<file path="config.mk">
export PLATFORM = sky130hd
export DESIGN_NAME = mem_access_stage_flat
export DESIGN_NICKNAME = d
export VERILOG_FILES = /design/src/rtl/mem_pkg.sv /design/src/rtl/mem_access_stage_if.sv /design/src/rtl/dmem_load_align.sv /design/src/rtl/mem_access_stage.sv /design/src/flat_wrapper.sv
export SDC_FILE = /design/constraint.sdc
export NUM_CORES = 1
export LEC_CHECK = 0
export ABC_AREA = 1
export CAP_MARGIN = 25
export CORE_ASPECT_RATIO = 0.7
export CORE_MARGIN = 2
export CORE_UTILIZATION = 37
export CTS_BUF_LIST = sky130_fd_sc_hd__clkbuf_2
export DETAILED_ROUTE_END_ITERATION = 12
export PLACE_DENSITY = 0.72
export SKIP_LAST_GASP = 1
export SLEW_MARGIN = 20
export SYNTH_ARGS = -nofsm -noshare
export SYNTH_HDL_FRONTEND = slang
export SYNTH_SLANG_ARGS = --single-unit
</file>
<file path="constraint.sdc">
create_clock -name clk -period 3.5 [get_ports clk]
set_clock_uncertainty 0.1 [all_clocks]
set_input_delay 0.35 -clock clk [delete_from_list [all_inputs] [get_ports clk]]
set_output_delay 0.35 -clock clk [all_outputs]
set_load 0.01 [all_outputs]
</file>
<file path="src/rtl/mem_pkg.sv">
// Shared definitions for the MEM stage: funct3 access codes, FSM states and
// byte-lane helpers used for store enables and misalignment detection.
package mem_pkg;

  localparam logic [2:0] F3_B  = 3'b000;
  localparam logic [2:0] F3_H  = 3'b001;
  localparam logic [2:0] F3_W  = 3'b010;
  localparam logic [2:0] F3_D  = 3'b011;
  localparam logic [2:0] F3_BU = 3'b100;
  localparam logic [2:0] F3_HU = 3'b101;
  localparam logic [2:0] F3_WU = 3'b110;

  typedef enum logic [1:0] {
    ST_IDLE = 2'd0,
    ST_REQ  = 2'd1,
    ST_WAIT = 2'd2,
    ST_DONE = 2'd3
  } mem_state_e;

  function automatic logic [7:0] size_mask(input logic [1:0] size);
    logic [7:0] mask;
    case (size)
      2'b00:   mask = 8'h01;
      2'b01:   mask = 8'h03;
      2'b10:   mask = 8'h0F;
      default: mask = 8'hFF;
    endcase
    return mask;
  endfunction

  function automatic logic [3:0] size_bytes(input logic [1:0] size);
    return 4'd1 << size;
  endfunction

endpackage

</file>
<file path="src/rtl/mem_access_stage_if.sv">
// Data-memory port between the MEM stage (master) and the data memory (slave):
// request with ready handshake, response flagged by rvalid.
interface mem_access_stage_if #(
  parameter int XLEN = 64
);
  logic            req;
  logic            we;
  logic [XLEN-1:0] addr;
  logic [XLEN-1:0] wdata;
  logic [7:0]      be;
  logic            ready;
  logic            rvalid;
  logic [XLEN-1:0] rdata;

  modport master (
    output req, we, addr, wdata, be,
    input  ready, rvalid, rdata
  );

  modport slave (
    input  req, we, addr, wdata, be,
    output ready, rvalid, rdata
  );
endinterface

</file>
<file path="src/rtl/dmem_load_align.sv">
// Combinational load alignment: moves the addressed lane down to bit 0 and
// sign- or zero-extends it according to funct3.
module dmem_load_align
  import mem_pkg::*;
#(
  parameter int XLEN = 64
) (
  input  logic [XLEN-1:0] rdata_i,
  input  logic [2:0]      off_i,
  input  logic [2:0]      funct3_i,
  output logic [XLEN-1:0] result_o
);

  logic [XLEN-1:0] shifted_s;

  assign shifted_s = rdata_i >> {off_i, 3'b000};

  // Lanes beyond the doubleword shift in as zero, so a misaligned load extends what remains.
  always_comb begin
    result_o = shifted_s;
    case (funct3_i)
      F3_B:    result_o = {{56{shifted_s[7]}}, shifted_s[7:0]};
      F3_H:    result_o = {{48{shifted_s[15]}}, shifted_s[15:0]};
      F3_W:    result_o = {{32{shifted_s[31]}}, shifted_s[31:0]};
      F3_D:    result_o = shifted_s;
      F3_BU:   result_o = {56'd0, shifted_s[7:0]};
      F3_HU:   result_o = {48'd0, shifted_s[15:0]};
      F3_WU:   result_o = {32'd0, shifted_s[31:0]};
      default: result_o = shifted_s;
    endcase
  end

endmodule

</file>
<file path="src/rtl/mem_access_stage.sv">
// MEM stage of the RV64 pipeline: issues one data-memory access per load/store,
// stalls until it completes and returns the aligned load result.
// Optional DMEM_TIMEOUT_EN aborts a WAIT that exceeds TIMEOUT_CYCLES and raises mem_err.
module mem_access_stage
  import mem_pkg::*;
#(
  parameter int XLEN           = 64,
  parameter int TIMEOUT_CYCLES = 255
) (
  input  logic              clk,
  input  logic              reset,
  input  logic              ex_mem_valid,
  input  logic              ex_mem_memread,
  input  logic              ex_mem_memwrite,
  input  logic [2:0]        ex_mem_funct3,
  input  logic [XLEN-1:0]   ex_mem_alu,
  input  logic [XLEN-1:0]   ex_mem_wdata,
  mem_access_stage_if.master dmem,
  output logic [XLEN-1:0]   mem_read_data,
  output logic              mem_stall,
  output logic              mem_misalign,
  output logic              mem_err
);

  localparam logic [7:0] TIMEOUT_LIM = 8'(TIMEOUT_CYCLES - 1);

  mem_state_e      state_q, state_d;
  logic            req_q, req_d;
  logic            we_q, we_d;
  logic [XLEN-1:0] addr_q, addr_d;
  logic [XLEN-1:0] wdata_q, wdata_d;
  logic [7:0]      be_q, be_d;
  logic [XLEN-1:0] rdata_q, rdata_d;

  logic            mem_op_s;
  logic [2:0]      off_s;
  logic [3:0]      end_lane_s;
  logic [7:0]      be_s;
  logic [XLEN-1:0] wdata_s;
  logic [XLEN-1:0] load_data_s;

  assign mem_op_s   = ex_mem_valid & (ex_mem_memread | ex_mem_memwrite);
  assign off_s      = ex_mem_alu[2:0];
  assign end_lane_s = {1'b0, off_s} + size_bytes(ex_mem_funct3[1:0]);
  assign be_s       = size_mask(ex_mem_funct3[1:0]) << off_s;
  assign wdata_s    = ex_mem_wdata << {off_s, 3'b000};

  dmem_load_align #(.XLEN(XLEN)) u_load_align (
    .rdata_i  (dmem.rdata),
    .off_i    (off_s),
    .funct3_i (ex_mem_funct3),
    .result_o (load_data_s)
  );

`ifdef DMEM_TIMEOUT_EN
  logic [7:0] cnt_q, cnt_d;
  logic       err_q, err_d;

  // Wait counter restarts on every accepted request and counts WAIT cycles.
  always_comb begin
    cnt_d = cnt_q;
    case (state_q)
      ST_REQ:  cnt_d = 8'd0;
      ST_WAIT: cnt_d = cnt_q + 8'd1;
      default: cnt_d = cnt_q;
    endcase
  end
`else
  logic [7:0] unused_timeout_s;
  assign unused_timeout_s = TIMEOUT_LIM;
`endif

  // Next-state logic; load data is captured on the edge that enters DONE.
  always_comb begin
    state_d = state_q;
    rdata_d = rdata_q;
`ifdef DMEM_TIMEOUT_EN
    err_d   = 1'b0;
`endif
    case (state_q)
      ST_IDLE: begin
        if (mem_op_s) begin
          state_d = ST_REQ;
        end else begin
          state_d = ST_IDLE;
        end
      end
      ST_REQ: begin
        if (dmem.ready && dmem.rvalid) begin
          state_d = ST_DONE;
          rdata_d = ex_mem_memread ? load_data_s : rdata_q;
        end else if (dmem.ready) begin
          state_d = ST_WAIT;
        end else begin
          state_d = ST_REQ;
        end
      end
      ST_WAIT: begin
        if (dmem.rvalid) begin
          state_d = ST_DONE;
          rdata_d = ex_mem_memread ? load_data_s : rdata_q;
        end
`ifdef DMEM_TIMEOUT_EN
        else if (cnt_q == TIMEOUT_LIM) begin
          state_d = ST_DONE;
          rdata_d = {XLEN{1'b0}};
          err_d   = 1'b1;
        end
`endif
        else begin
          state_d = ST_WAIT;
        end
      end
      ST_DONE: state_d = ST_IDLE;
      default: state_d = ST_IDLE;
    endcase
  end

  // Request fields are registered and only non-zero while the request is presented.
  always_comb begin
    req_d   = (state_d == ST_REQ);
    we_d    = 1'b0;
    addr_d  = {XLEN{1'b0}};
    wdata_d = {XLEN{1'b0}};
    be_d    = 8'h00;
    if (req_d) begin
      we_d    = ex_mem_memwrite;
      addr_d  = {ex_mem_alu[XLEN-1:3], 3'b000};
      wdata_d = ex_mem_memwrite ? wdata_s : {XLEN{1'b0}};
      be_d    = be_s;
    end else begin
      we_d    = 1'b0;
    end
  end

  // State and output registers.
  always_ff @(posedge clk or negedge reset) begin
    if (!reset) begin
      state_q <= ST_IDLE;
      req_q   <= 1'b0;
      we_q    <= 1'b0;
      addr_q  <= {XLEN{1'b0}};
      wdata_q <= {XLEN{1'b0}};
      be_q    <= 8'h00;
      rdata_q <= {XLEN{1'b0}};
`ifdef DMEM_TIMEOUT_EN
      cnt_q   <= 8'd0;
      err_q   <= 1'b0;
`endif
    end else begin
      state_q <= state_d;
      req_q   <= req_d;
      we_q    <= we_d;
      addr_q  <= addr_d;
      wdata_q <= wdata_d;
      be_q    <= be_d;
      rdata_q <= rdata_d;
`ifdef DMEM_TIMEOUT_EN
      cnt_q   <= cnt_d;
      err_q   <= err_d;
`endif
    end
  end

  assign dmem.req   = req_q;
  assign dmem.we    = we_q;
  assign dmem.addr  = addr_q;
  assign dmem.wdata = wdata_q;
  assign dmem.be    = be_q;

  // Stall is raised in the same cycle a memory op appears, and drops with reset.
  assign mem_stall = reset & (((state_q == ST_IDLE) & mem_op_s) |
                              (state_q == ST_REQ) | (state_q == ST_WAIT));
  assign mem_misalign  = reset & mem_op_s & (end_lane_s > 4'd8);
  assign mem_read_data = rdata_q;

`ifdef DMEM_TIMEOUT_EN
  assign mem_err = err_q;
`else
  assign mem_err = 1'b0;
`endif

endmodule

</file>
<file path="src/flat_wrapper.sv">
// flat-port wrapper written by rule: the top's interface ports become plain ports
module mem_access_stage_flat import mem_pkg::*;
#(
  parameter int XLEN           = 64,
  parameter int TIMEOUT_CYCLES = 255
)
  (clk, reset, ex_mem_valid, ex_mem_memread, ex_mem_memwrite, ex_mem_funct3, ex_mem_alu, ex_mem_wdata, mem_read_data, mem_stall, mem_misalign, mem_err, dmem_req, dmem_we, dmem_addr, dmem_wdata, dmem_be, dmem_ready, dmem_rvalid, dmem_rdata);
  mem_access_stage_if #(.XLEN(XLEN)) dmem_i ();
  input  logic clk;
  input  logic reset;
  input  logic ex_mem_valid;
  input  logic ex_mem_memread;
  input  logic ex_mem_memwrite;
  input  logic [2:0] ex_mem_funct3;
  input  logic [XLEN-1:0] ex_mem_alu;
  input  logic [XLEN-1:0] ex_mem_wdata;
  output logic [XLEN-1:0] mem_read_data;
  output logic mem_stall;
  output logic mem_misalign;
  output logic mem_err;
  output wire logic [$bits(dmem_i.req)-1:0] dmem_req;
  output wire logic [$bits(dmem_i.we)-1:0] dmem_we;
  output wire logic [$bits(dmem_i.addr)-1:0] dmem_addr;
  output wire logic [$bits(dmem_i.wdata)-1:0] dmem_wdata;
  output wire logic [$bits(dmem_i.be)-1:0] dmem_be;
  input wire logic [$bits(dmem_i.ready)-1:0] dmem_ready;
  input wire logic [$bits(dmem_i.rvalid)-1:0] dmem_rvalid;
  input wire logic [$bits(dmem_i.rdata)-1:0] dmem_rdata;
  assign dmem_req = dmem_i.req;
  assign dmem_we = dmem_i.we;
  assign dmem_addr = dmem_i.addr;
  assign dmem_wdata = dmem_i.wdata;
  assign dmem_be = dmem_i.be;
  assign dmem_i.ready = dmem_ready;
  assign dmem_i.rvalid = dmem_rvalid;
  assign dmem_i.rdata = dmem_rdata;
  mem_access_stage #(.XLEN(XLEN), .TIMEOUT_CYCLES(TIMEOUT_CYCLES)) u_core (.clk(clk), .reset(reset), .ex_mem_valid(ex_mem_valid), .ex_mem_memread(ex_mem_memread), .ex_mem_memwrite(ex_mem_memwrite), .ex_mem_funct3(ex_mem_funct3), .ex_mem_alu(ex_mem_alu), .ex_mem_wdata(ex_mem_wdata), .dmem(dmem_i), .mem_read_data(mem_read_data), .mem_stall(mem_stall), .mem_misalign(mem_misalign), .mem_err(mem_err));
endmodule
</file>
==> flow_summary.rst, run 1 <==
.. list-table::
   :header-rows: 1

   * - Metric
     - Value
   * - Synth cell count leaders
     - sky130_fd_sc_hd__nand2_1 (359), sky130_fd_sc_hd__nor2_1 (276), sky130_fd_sc_hd__dfrtp_1 (201)
   * - Sum of overflow across all layers after global routing
     - 0
   * - Half-perimeter wire length after placement
     - 31,600 µm
   * - Number of cells in the design after placement
     - 2,147
   * - Number of top-level pins
     - 407
   * - Result of the run
     - complete, no violations
   * - Slew HR
     - 44.5%
   * - Share of post-route cells with drive strength above 1
     - 6.76%
   * - Mean cell area of the mapped netlist
     - 7.31 µm²
   * - Net switching power of the design
     - 3.62 mW
   * - Cell taking the most area after synthesis
     - sky130_fd_sc_hd__dfrtp_1
   * - P_int
     - 5.93 mW
   * - Router iterations before antenna repair
     - 6
   * - Startpoint class of the critical path
     - input port
   * - Unrepaired setup endpoints after global routing
     - false
   * - Global-route usage over all layers
     - 29.0%
   * - Critical path launch point
     - ex_mem_alu[0]
   * - Reg-to-reg startpoint
     - u_core.state_q[0]$_DFF_PN0_
   * - Number of port buffers
     - 402
   * - Final cell count without fillers
     - 2,314
   * - Via count of the first global-routing pass
     - 11,300
   * - Predominant post-synthesis flop cell
     - sky130_fd_sc_hd__dfrtp_1
   * - Depth of the CTS H-tree
     - 2
   * - Post-detailed-route via-to-cell ratio
     - 5.01
   * - CP Data Required Time
     - 3.05 ns
   * - Total power
     - 9.56 mW
   * - Synth Instances
     - 1,451
   * - Number of fill cells in the layout
     - 2,553
   * - Horizontal extent of the die
     - 206 µm
   * - Cell at the root of the clock tree
     - sky130_fd_sc_hd__clkbuf_2
   * - Vias
     - 11,600
   * - Static Leak
     - 7.58 nW
   * - Post-CTS setup repair buffer count
     - 0
   * - Count of clock tree sinks
     - 201
   * - Endpoint class of the critical path
     - output pin
   * - Top area cells in the synthesized netlist
     - sky130_fd_sc_hd__dfrtp_1 (47%), sky130_fd_sc_hd__nand2_1 (13%), sky130_fd_sc_hd__nor2_1 (9.8%)
   * - Highest clock frequency the design can meet
     - 310 MHz
   * - Number of clock buffers inserted by TritonCTS
     - 51
   * - Destination of the critical timing path
     - mem_misalign
   * - Post-DR wirelength/cell
     - 19.3 µm
   * - Part of the Yosys area used for sequential elements
     - 47.4%
   * - Standard-cell rows
     - 51
   * - Initial Util
     - 37.9%
   * - Seq cells post-synth
     - 201
   * - First-pass GRT wire length
     - 66,100 µm
   * - Worst min-delay path class
     - in -> reg
   * - Final period util
     - 92.1%
   * - Clock latency on the worst-skew pair
     - 0.84 ns
   * - Share of the synthesized area in the top cell type
     - 47.4%
   * - Number of nets with antenna violations after routing
     - 0
   * - Worst setup path category
     - in -> out
   * - Number of enable flip-flop cells after synthesis
     - 0
   * - Switching part of the total
     - 37.9%
   * - Fraction of registers with async set/reset
     - 100%
   * - Setup TNS
     - 0 ns
   * - Antenna violations before repair
     - 6
   * - Share of total power in combinational logic
     - 45.0%
   * - Cell with the most instances after synthesis
     - sky130_fd_sc_hd__nand2_1
   * - Pwr/cell area
     - 598 mW/mm²
   * - Endpoint arrival time on the critical path
     - 2.77 ns
   * - Reg-to-reg endpoint
     - u_core.mem_read_data[33]$_DFFE_PN0P_
   * - Max Slew Vio Count
     - 0
   * - Transition at the pin with the smallest max-transition slack
     - 0.831 ns
   * - Final Hold Viols
     - 0
   * - Layout net count
     - 2,109
   * - Worst Reg2Reg Path Length in Cells
     - 7
   * - Internal reg-to-reg setup slack
     - 1.40 ns
   * - Biggest fanout along the worst timing path
     - 18
   * - CORE AREA
     - 0.0280 mm²
   * - Count of endpoints failing setup in the final report
     - 0
   * - GP Congestion
     - 0.944
   * - Clock tree buffer depth
     - 3
   * - Post-synthesis cell type count
     - 40
   * - Share of total power in sequential cells
     - 37.1%
   * - Largest voltage drop on the vdd net
     - 0.330 mV
   * - Post-layout min period
     - 3.22 ns
   * - Number of remaining DRC errors
     - 0
   * - Clock network power share
     - 18.0%
   * - Yosys warning total
     - 0
   * - Height of the die
     - 146 µm
   * - Mapped cell area
     - 0.0106 mm²
   * - Total detailed-routing wirelength
     - 44,700 µm
   * - Die area
     - 0.0301 mm²
   * - Area growth from synthesis to final layout
     - 50.7%
   * - Clock tree from TritonCTS
     - done
   * - Pin count of the biggest net entering global routing
     - 80
   * - DRC violation total after the first TritonRoute iteration
     - 1,251
   * - CTS clock-pin slew for the worst setup and hold paths
     - 0.10 ns
   * - Number of violations of the max-capacitance limit
     - 0
metal layers:
metal  up-vias  global-route usage, %  part of all wire, %
li1       5504                      -                    -
met3        68                   9.40                   11
met2       630                   44.4                   45
met5         -                      0                0.067
met4         4                   8.18                  1.8
met1      5384                   39.2                   42
kinds of logic after synthesis:
kind of cell,Yosys count,synth area share [%]
AOI/OAI and AO/OA,265,13.6
muxes,6,0.566
xor gates and xnor gates,1,0.0826
DFF,201,47.4
adders and majority gates,3,0.425
other,1,0.0353
and+or+nand+nor,737,28.0
buffers and inverters,237,9.88
critical path, stage by stage:
cell,delay [ns]
sky130_fd_sc_hd__dlygate4sd3_1,0.55
sky130_fd_sc_hd__buf_4,0.26
sky130_fd_sc_hd__ha_1,0.21
sky130_fd_sc_hd__inv_1,0.07
sky130_fd_sc_hd__fa_1,0.41
sky130_fd_sc_hd__xnor2_1,0.15
sky130_fd_sc_hd__a31oi_1,0.18
sky130_fd_sc_hd__clkdlybuf4s50_1,0.58
worst min path at each step:
stage          depth (start not counted)  slack, ns              from                                  end
3_5_place_dp                           1       0.22             reset  u_core.mem_read_data[1]$_DFFE_PN0P_
3_3_place_gp                           1       0.22             reset  u_core.mem_read_data[1]$_DFFE_PN0P_
4_1_cts                                3      0.002   ex_mem_wdata[7]       u_core.dmem.wdata[7]$_DFF_PN0_
2_1_floorplan                          0      -0.05             reset       u_core.dmem.addr[10]$_DFF_PN0_
5_1_grt                                3       0.04        dmem_ready          u_core.state_q[1]$_DFF_PN0_
6_report                               5       0.12  ex_mem_wdata[13]      u_core.dmem.wdata[13]$_DFF_PN0_
final cells by class:
class	instances	area (µm²)	share of cell area (%)
Antenna cell	4	10.0	0.0626
Clock buffer	69	345	2.16
Clock inverter	19	128	0.798
Inverter	136	513	3.21
Multi-Input combinational cell	1016	4550	28.4
Sequential cell	201	5030	31.5
Tap cell	371	464	2.90
Timing Repair Buffer	498	4950	30.9
registers in the layout, indices dropped and copies added (netlist names):
| signal | count |
|---|---|
| u_core.dmem.req | 1 |
| u_core.dmem.wdata | 64 |
| u_core.mem_read_data | 64 |
| u_core.dmem.addr | 61 |
| u_core.state_q | 2 |
| u_core.dmem.we | 1 |
| u_core.dmem.be | 8 |
per-stage QoR:
stage / utilization (%) / hold slack (ns) / area, µm² / worst slack [ns]
after global routing: 57.1 / 0.0425 / 16000 / 0.173
final: 57.1 / 0.121 / 16000 / 0.277
after global placement: 52.6 / 0.223 / 14700 / 0.411
after CTS: 57.0 / 0.00238 / 16000 / 0.271
after floorplan: - / -0.0456 / 10600 / 1.21
after detailed placement: 52.6 / 0.222 / 14700 / 0.351
power groups by stage:
stage / clock network, mW / registers, mW / logic, mW
2_1_floorplan: 0 / 3.91 / 1.31
6_report: 1.72 / 3.54 / 4.30
4_1_cts: 1.76 / 3.53 / 4.31
5_1_grt: 1.88 / 3.62 / 4.64
3_5_place_dp: 0 / 3.58 / 4.21
3_3_place_gp: 0 / 3.56 / 4.17
layout by cell type (no fill, tap or decap), types with 4 or more instances in the layout:
master / Yosys / final
sky130_fd_sc_hd__diode_2: 0 / 4
sky130_fd_sc_hd__inv_2: 5 / 7
sky130_fd_sc_hd__buf_4: 11 / 21
sky130_fd_sc_hd__o21ai_1: 12 / 12
sky130_fd_sc_hd__a21oi_1: 68 / 68
sky130_fd_sc_hd__conb_1: 1 / 4
sky130_fd_sc_hd__o22ai_1: 5 / 5
sky130_fd_sc_hd__mux2i_1: 6 / 6
sky130_fd_sc_hd__dlygate4sd3_1: 0 / 74
sky130_fd_sc_hd__a31oi_1: 8 / 8
sky130_fd_sc_hd__or2_2: 11 / 11
sky130_fd_sc_hd__nand2_1: 359 / 358
sky130_fd_sc_hd__o21ai_0: 133 / 133
sky130_fd_sc_hd__inv_1: 130 / 128
sky130_fd_sc_hd__nor2_1: 276 / 275
sky130_fd_sc_hd__dfrtp_1: 201 / 201
sky130_fd_sc_hd__clkinv_1: 0 / 14
sky130_fd_sc_hd__nor3_1: 10 / 10
sky130_fd_sc_hd__nand3_1: 65 / 65
sky130_fd_sc_hd__o21a_1: 8 / 8
sky130_fd_sc_hd__clkdlybuf4s50_1: 0 / 398
sky130_fd_sc_hd__o211ai_1: 21 / 21
sky130_fd_sc_hd__o31ai_1: 4 / 4
sky130_fd_sc_hd__clkbuf_2: 0 / 69
what timing repair did:
item | in CTS | in global routing
resized for setup | 0 | 0
hold buffers | 75 | 0
hold endpoints to repair | 211 | 0
Note: power is estimated with default switching activity, not from simulation.
==> run 2: changes to the inputs <==
--- a/config.mk
+++ b/config.mk
@@ -9,10 +9,10 @@
 export CAP_MARGIN = 25
 export CORE_ASPECT_RATIO = 0.7
 export CORE_MARGIN = 2
-export CORE_UTILIZATION = 37
+export CORE_UTILIZATION = 47
 export CTS_BUF_LIST = sky130_fd_sc_hd__clkbuf_2
 export DETAILED_ROUTE_END_ITERATION = 12
-export PLACE_DENSITY = 0.72
+export PLACE_DENSITY = 0.88
 export SKIP_LAST_GASP = 1
 export SLEW_MARGIN = 20
 export SYNTH_ARGS = -nofsm -noshare
==> flow_summary.rst, run 2 (synthesized netlist as in run 1, its figures left out) <==
.. list-table::
   :header-rows: 1

   * - Metric
     - Value
   * - Number of fill cells in the layout
     - 1,663
   * - Worst setup path category
     - in -> out
   * - Max Slew Vio Count
     - 0
   * - Number of port buffers
     - 402
   * - Final setup margin
     - 0.283 ns
   * - Clock latency on the worst-skew pair
     - 0.84 ns
   * - Worst min-delay path class
     - in -> reg
   * - Share of post-route cells with drive strength above 1
     - 6.81%
   * - Router iterations before antenna repair
     - 6
   * - Count of clock tree sinks
     - 201
   * - Layout net count
     - 2,099
   * - Via count of the first global-routing pass
     - 11,700
   * - Largest voltage drop on the vdd net
     - 0.350 mV
   * - CTS clock-pin slew for the worst setup and hold paths
     - 0.11 ns
   * - Height of the die
     - 130 µm
   * - Die area
     - 0.0238 mm²
   * - Antenna violations before repair
     - 5
   * - Count of endpoints failing setup in the final report
     - 0
   * - GP Congestion
     - 0.971
   * - Initial Util
     - 48.4%
   * - Startpoint class of the critical path
     - input port
   * - Horizontal extent of the die
     - 184 µm
   * - Highest clock frequency the design can meet
     - 311 MHz
   * - Pwr/cell area
     - 605 mW/mm²
   * - Number of remaining DRC errors
     - 0
   * - Most common cell after layout, fill and taps aside
     - sky130_fd_sc_hd__clkdlybuf4s50_1
   * - Half-perimeter wire length after placement
     - 29,600 µm
   * - First-pass GRT wire length
     - 65,700 µm
   * - Final period util
     - 91.9%
   * - Result of the run
     - complete, no violations
   * - Transition at the pin with the smallest max-transition slack
     - 0.912 ns
   * - Endpoint arrival time on the critical path
     - 2.77 ns
   * - Slew HR
     - 39.2%
   * - Number of top-level pins
     - 407
   * - Post-CTS Hold Fix Bufs
     - 68
   * - Unrepaired setup endpoints after global routing
     - false
   * - Sum of overflow across all layers after global routing
     - 0
   * - Biggest fanout along the worst timing path
     - 5
   * - Post-detailed-route via-to-cell ratio
     - 5.43
   * - CORE AREA
     - 0.0219 mm²
   * - Count of cells resized by post-cts repair
     - 0
   * - Cell at the root of the clock tree
     - sky130_fd_sc_hd__clkbuf_2
   * - Area growth from synthesis to final layout
     - 48.7%
   * - Top library cells by usage in the layout, fill and taps aside
     - sky130_fd_sc_hd__clkdlybuf4s50_1 (398), sky130_fd_sc_hd__nand2_1 (358), sky130_fd_sc_hd__nor2_1 (275), sky130_fd_sc_hd__dfrtp_1 (201), sky130_fd_sc_hd__o21ai_0 (133)
   * - Final Hold Viols
     - 0
   * - Global-route usage over all layers
     - 36.6%
   * - CP Data Required Time
     - 3.05 ns
   * - Worst slack after detailed placement
     - 0.327 ns
   * - Depth of the CTS H-tree
     - 2
   * - Clock tree buffer depth
     - 3
   * - Clock tree from TritonCTS
     - done
   * - Number of clock buffers inserted by TritonCTS
     - 49
   * - Post-DR wirelength/cell
     - 20.1 µm
   * - Endpoint class of the critical path
     - output pin
   * - Total detailed-routing wirelength
     - 44,500 µm
   * - Standard-cell rows
     - 45
   * - Vias
     - 12,000
   * - Final Hold Slack
     - 0.102 ns
   * - Post-CTS setup repair buffer count
     - 0
   * - Post-layout min period
     - 3.22 ns
   * - Number of violations of the max-capacitance limit
     - 0
   * - Pin count of the biggest net entering global routing
     - 109
   * - Setup TNS
     - 0 ns
   * - Number of nets with antenna violations after routing
     - 0
   * - DRC violation total after the first TritonRoute iteration
     - 1,322
   * - Static Leak
     - 7.53 nW
-- run 2: layer usage --
| metal | wire (µm) | track usage [%] |
|---|---|---|
| met1 | 16700 | 45.7 |
| met2 | 20200 | 58.4 |
| met3 | 5630 | 11.6 |
| met4 | 2010 | 17.8 |
| met5 | 0 | 0 |
-- run 2: cell type report --
cell class	instances	area [µm²]	area share, %
inverter	136	513	3.25
sequential	201	5030	31.9
tap	282	353	2.24
clock inverter	11	73.8	0.468
clock buffer	71	355	2.25
antenna	6	15.0	0.0951
timing repair buffer	490	4890	31.0
multi-input combinational	1016	4550	28.8
-- run 2: per-stage QoR --
step	area, µm²	power [mW]	util [%]	cells
after floorplan	10600	5.22	-	1454
after global routing	15800	10.0	72.0	2212
after CTS	15800	9.35	72.0	2207
after detailed placement	14600	7.70	66.9	2057
final	15800	9.55	72.0	2213
after global placement	14600	7.62	66.9	2057
-- run 2: path summary, 6_finish.rpt --
path                                                     startpoint                                  end  slack (ns)  cells past startpoint
min in group asynchronous                                     reset        u_core.dmem.addr[3]$_DFF_PN0_        0.46                      4
worst max-delay path                               ex_mem_funct3[0]                         mem_misalign        0.28                      8
worst min register to register  u_core.mem_read_data[8]$_DFFE_PN0P_  u_core.mem_read_data[8]$_DFFE_PN0P_        0.40                      2
worst min-delay path                                ex_mem_wdata[3]      u_core.dmem.wdata[35]$_DFF_PN0_        0.10                      3
max in group asynchronous                                     reset      u_core.dmem.wdata[24]$_DFF_PN0_        1.80                      4
worst max register to register          u_core.state_q[0]$_DFF_PN0_      u_core.dmem.wdata[11]$_DFF_PN0_        1.18                      8
-- run 2: power breakdown --
| part | internal (mW) | total [mW] | switching [mW] | leakage, nW |
|---|---|---|---|---|
| Sequential | 3.14 | 3.61 | 0.470 | 2.59 |
| Combinational | 2.11 | 4.32 | 2.21 | 4.61 |
| Clock | 0.609 | 1.63 | 1.02 | 0.328 |
-- run 2: critical path, cell delays in order --
cell and delay (ns):
sky130_fd_sc_hd__clkdlybuf4s50_1 0.50, sky130_fd_sc_hd__nor2_1 0.29, sky130_fd_sc_hd__ha_1 0.25, sky130_fd_sc_hd__inv_1 0.07, sky130_fd_sc_hd__fa_1 0.41, sky130_fd_sc_hd__xnor2_1 0.14, sky130_fd_sc_hd__a31oi_1 0.17, sky130_fd_sc_hd__clkdlybuf4s50_1 0.59
==> run 3: changes to the inputs <==
--- a/config.mk
+++ b/config.mk
@@ -6,15 +6,15 @@
 export NUM_CORES = 1
 export LEC_CHECK = 0
 export ABC_AREA = 1
+export ABC_CLOCK_PERIOD_IN_PS = 3350
 export CAP_MARGIN = 25
 export CORE_ASPECT_RATIO = 0.7
 export CORE_MARGIN = 2
-export CORE_UTILIZATION = 47
+export CORE_UTILIZATION = 46
 export CTS_BUF_LIST = sky130_fd_sc_hd__clkbuf_2
 export DETAILED_ROUTE_END_ITERATION = 12
-export PLACE_DENSITY = 0.88
+export PLACE_DENSITY = 0.86
 export SKIP_LAST_GASP = 1
-export SLEW_MARGIN = 20
 export SYNTH_ARGS = -nofsm -noshare
 export SYNTH_HDL_FRONTEND = slang
 export SYNTH_SLANG_ARGS = --single-unit
==> constraint.sdc (replaced) <==
create_clock -name clk -period 3.35 [get_ports clk]
set_clock_uncertainty 0.1 [all_clocks]
set_input_delay 0.335 -clock clk [delete_from_list [all_inputs] [get_ports clk]]
set_output_delay 0.335 -clock clk [all_outputs]
set_load 0.01 [all_outputs]
==> flow_summary.rst, run 3 (synthesized netlist as in run 1, its figures left out) <==
.. list-table::
   :header-rows: 1

   * - Metric
     - Value
   * - Final Core Density
     - 69.9%
   * - Count of endpoints failing setup in the final report
     - 0
   * - Worst min-delay path class
     - in -> reg
   * - Net switching power of the design
     - 3.73 mW
   * - GP Congestion
     - 0.962
   * - Number of remaining DRC errors
     - 0
   * - Area growth from synthesis to final layout
     - 48.9%
   * - Post-detailed-route via-to-cell ratio
     - 5.22
   * - DRC violation total after the first TritonRoute iteration
     - 1,191
   * - Static Leak
     - 7.52 nW
   * - Beginning of the worst hold path
     - ex_mem_memwrite
   * - First-pass GRT wire length
     - 62,600 µm
   * - Die area
     - 0.0243 mm²
   * - Pin count of the biggest net entering global routing
     - 139
   * - Count of cells resized by post-cts repair
     - 0
   * - Cell at the root of the clock tree
     - sky130_fd_sc_hd__clkbuf_2
   * - Max Slew Vio Count
     - 0
   * - Hold Path Stages
     - 3
   * - Horizontal extent of the die
     - 186 µm
   * - Router iterations before antenna repair
     - 6
   * - Final Hold Slack
     - 0.0749 ns
   * - Number of top-level pins
     - 407
   * - Post-CTS setup repair buffer count
     - 0
   * - Number of violations of the max-capacitance limit
     - 0
   * - Clock latency on the worst-skew pair
     - 0.78 ns
   * - Sum of overflow across all layers after global routing
     - 0
   * - Highest clock frequency the design can meet
     - 326 MHz
   * - Clock tree from TritonCTS
     - done
   * - Layout net count
     - 2,101
   * - Share of total power in sequential cells
     - 37.8%
   * - Final cell count without fillers
     - 2,242
   * - Total power
     - 9.84 mW
   * - Vias
     - 11,700
   * - Unrepaired setup endpoints after global routing
     - false
   * - Share of post-route cells with drive strength above 1
     - 6.65%
   * - Endpoint class of the critical path
     - output pin
   * - Worst slack after detailed placement
     - 0.376 ns
   * - Clock tree buffer depth
     - 3
   * - P_int
     - 6.12 mW
   * - Internal reg-to-reg setup slack
     - 1.28 ns
   * - Share of total power in combinational logic
     - 45.4%
   * - Post-DR wirelength/cell
     - 18.7 µm
   * - Startpoint class of the critical path
     - input port
   * - Total detailed-routing wirelength
     - 41,900 µm
   * - Reg-to-reg endpoint
     - u_core.dmem.addr[10]$_DFF_PN0_
   * - Largest voltage drop on the vdd net
     - 0.375 mV
   * - Number of port buffers
     - 402
   * - Reg-to-reg startpoint
     - u_core.state_q[0]$_DFF_PN0_
   * - Via count of the first global-routing pass
     - 11,300
   * - Height of the die
     - 131 µm
   * - Post-layout min period
     - 3.07 ns
   * - Top library cells by usage in the layout, fill and taps aside
     - sky130_fd_sc_hd__clkdlybuf4s50_1 (398), sky130_fd_sc_hd__nand2_1 (358), sky130_fd_sc_hd__nor2_1 (275), sky130_fd_sc_hd__dfrtp_1 (201), sky130_fd_sc_hd__o21ai_0 (133)
   * - Clock network power share
     - 16.8%
   * - Antenna violations before repair
     - 6
   * - Result of the run
     - complete, no violations
   * - CORE AREA
     - 0.0226 mm²
   * - Biggest fanout along the worst timing path
     - 7
   * - Worst setup path category
     - in -> out
   * - Transition at the pin with the smallest max-transition slack
     - 0.846 ns
   * - Final setup margin
     - 0.278 ns
   * - Initial Util
     - 46.9%
   * - Most common cell after layout, fill and taps aside
     - sky130_fd_sc_hd__clkdlybuf4s50_1
   * - Final period util
     - 91.7%
   * - Switching part of the total
     - 37.8%
   * - Pwr/cell area
     - 623 mW/mm²
   * - Final Hold Viols
     - 0
   * - CP Data Required Time
     - 2.91 ns
   * - CTS clock-pin slew for the worst setup and hold paths
     - 0.08 ns
   * - Standard-cell rows
     - 46
   * - Number of clock buffers inserted by TritonCTS
     - 50
   * - Depth of the CTS H-tree
     - 2
   * - Number of cells in the design after placement
     - 2,087
   * - Worst Reg2Reg Path Length in Cells
     - 7
   * - Setup TNS
     - 0 ns
   * - Number of nets with antenna violations after routing
     - 0
   * - Count of clock tree sinks
     - 201
   * - Half-perimeter wire length after placement
     - 28,600 µm
   * - Post-route cell area
     - 0.0158 mm²
   * - Global-route usage over all layers
     - 34.0%
   * - Placed cell area
     - 0.0147 mm²
   * - Endpoint, Worst Hold
     - u_core.dmem.we$_DFF_PN0_
   * - Slew HR
     - 43.6%
   * - Endpoint arrival time on the critical path
     - 2.64 ns
   * - Post-CTS Hold Fix Bufs
     - 69
## run 3: per-layer routing
layer  GRT usage (%)  share of wire, %
met5               0             0.026
met4            14.2               3.6
met3            9.14                12
met2            53.2                45
met1            44.9                40
## run 3: final cells by class
type	instances	area, µm²
inverters	136	513
clock inverters	10	71.3
repair buffers	491	4880
flip-flops and latches	201	5030
clock buffers	71	355
diodes	5	12.5
well taps	312	390
fillers	1815	6820
multi-input cells	1016	4550
## run 3: worst max-delay path by stage
stage                           startpoint           end  slack (ns)
final                        ex_mem_alu[0]  mem_misalign        0.28
after global routing         ex_mem_alu[0]  mem_misalign        0.21
after CTS                    ex_mem_alu[0]  mem_misalign        0.27
after detailed placement  ex_mem_funct3[0]  mem_misalign        0.38
after global placement    ex_mem_funct3[0]  mem_misalign        0.36
after floorplan              ex_mem_alu[1]  mem_misalign        1.09
## run 3: worst max-delay path: stages
cell	delay [ns]
sky130_fd_sc_hd__dlygate4sd3_1	0.58
sky130_fd_sc_hd__buf_4	0.18
sky130_fd_sc_hd__ha_1	0.19
sky130_fd_sc_hd__inv_1	0.06
sky130_fd_sc_hd__fa_1	0.40
sky130_fd_sc_hd__xnor2_1	0.14
sky130_fd_sc_hd__a31oi_1	0.17
sky130_fd_sc_hd__clkdlybuf4s50_1	0.59
## run 3: power groups by stage
stage	Clock [mW]	Sequential [mW]	Combinational, mW
2_1_floorplan	0	4.09	1.37
3_3_place_gp	0	3.71	4.24
3_5_place_dp	0	3.72	4.32
4_1_cts	1.68	3.68	4.40
5_1_grt	1.80	3.79	4.82
6_report	1.66	3.72	4.47
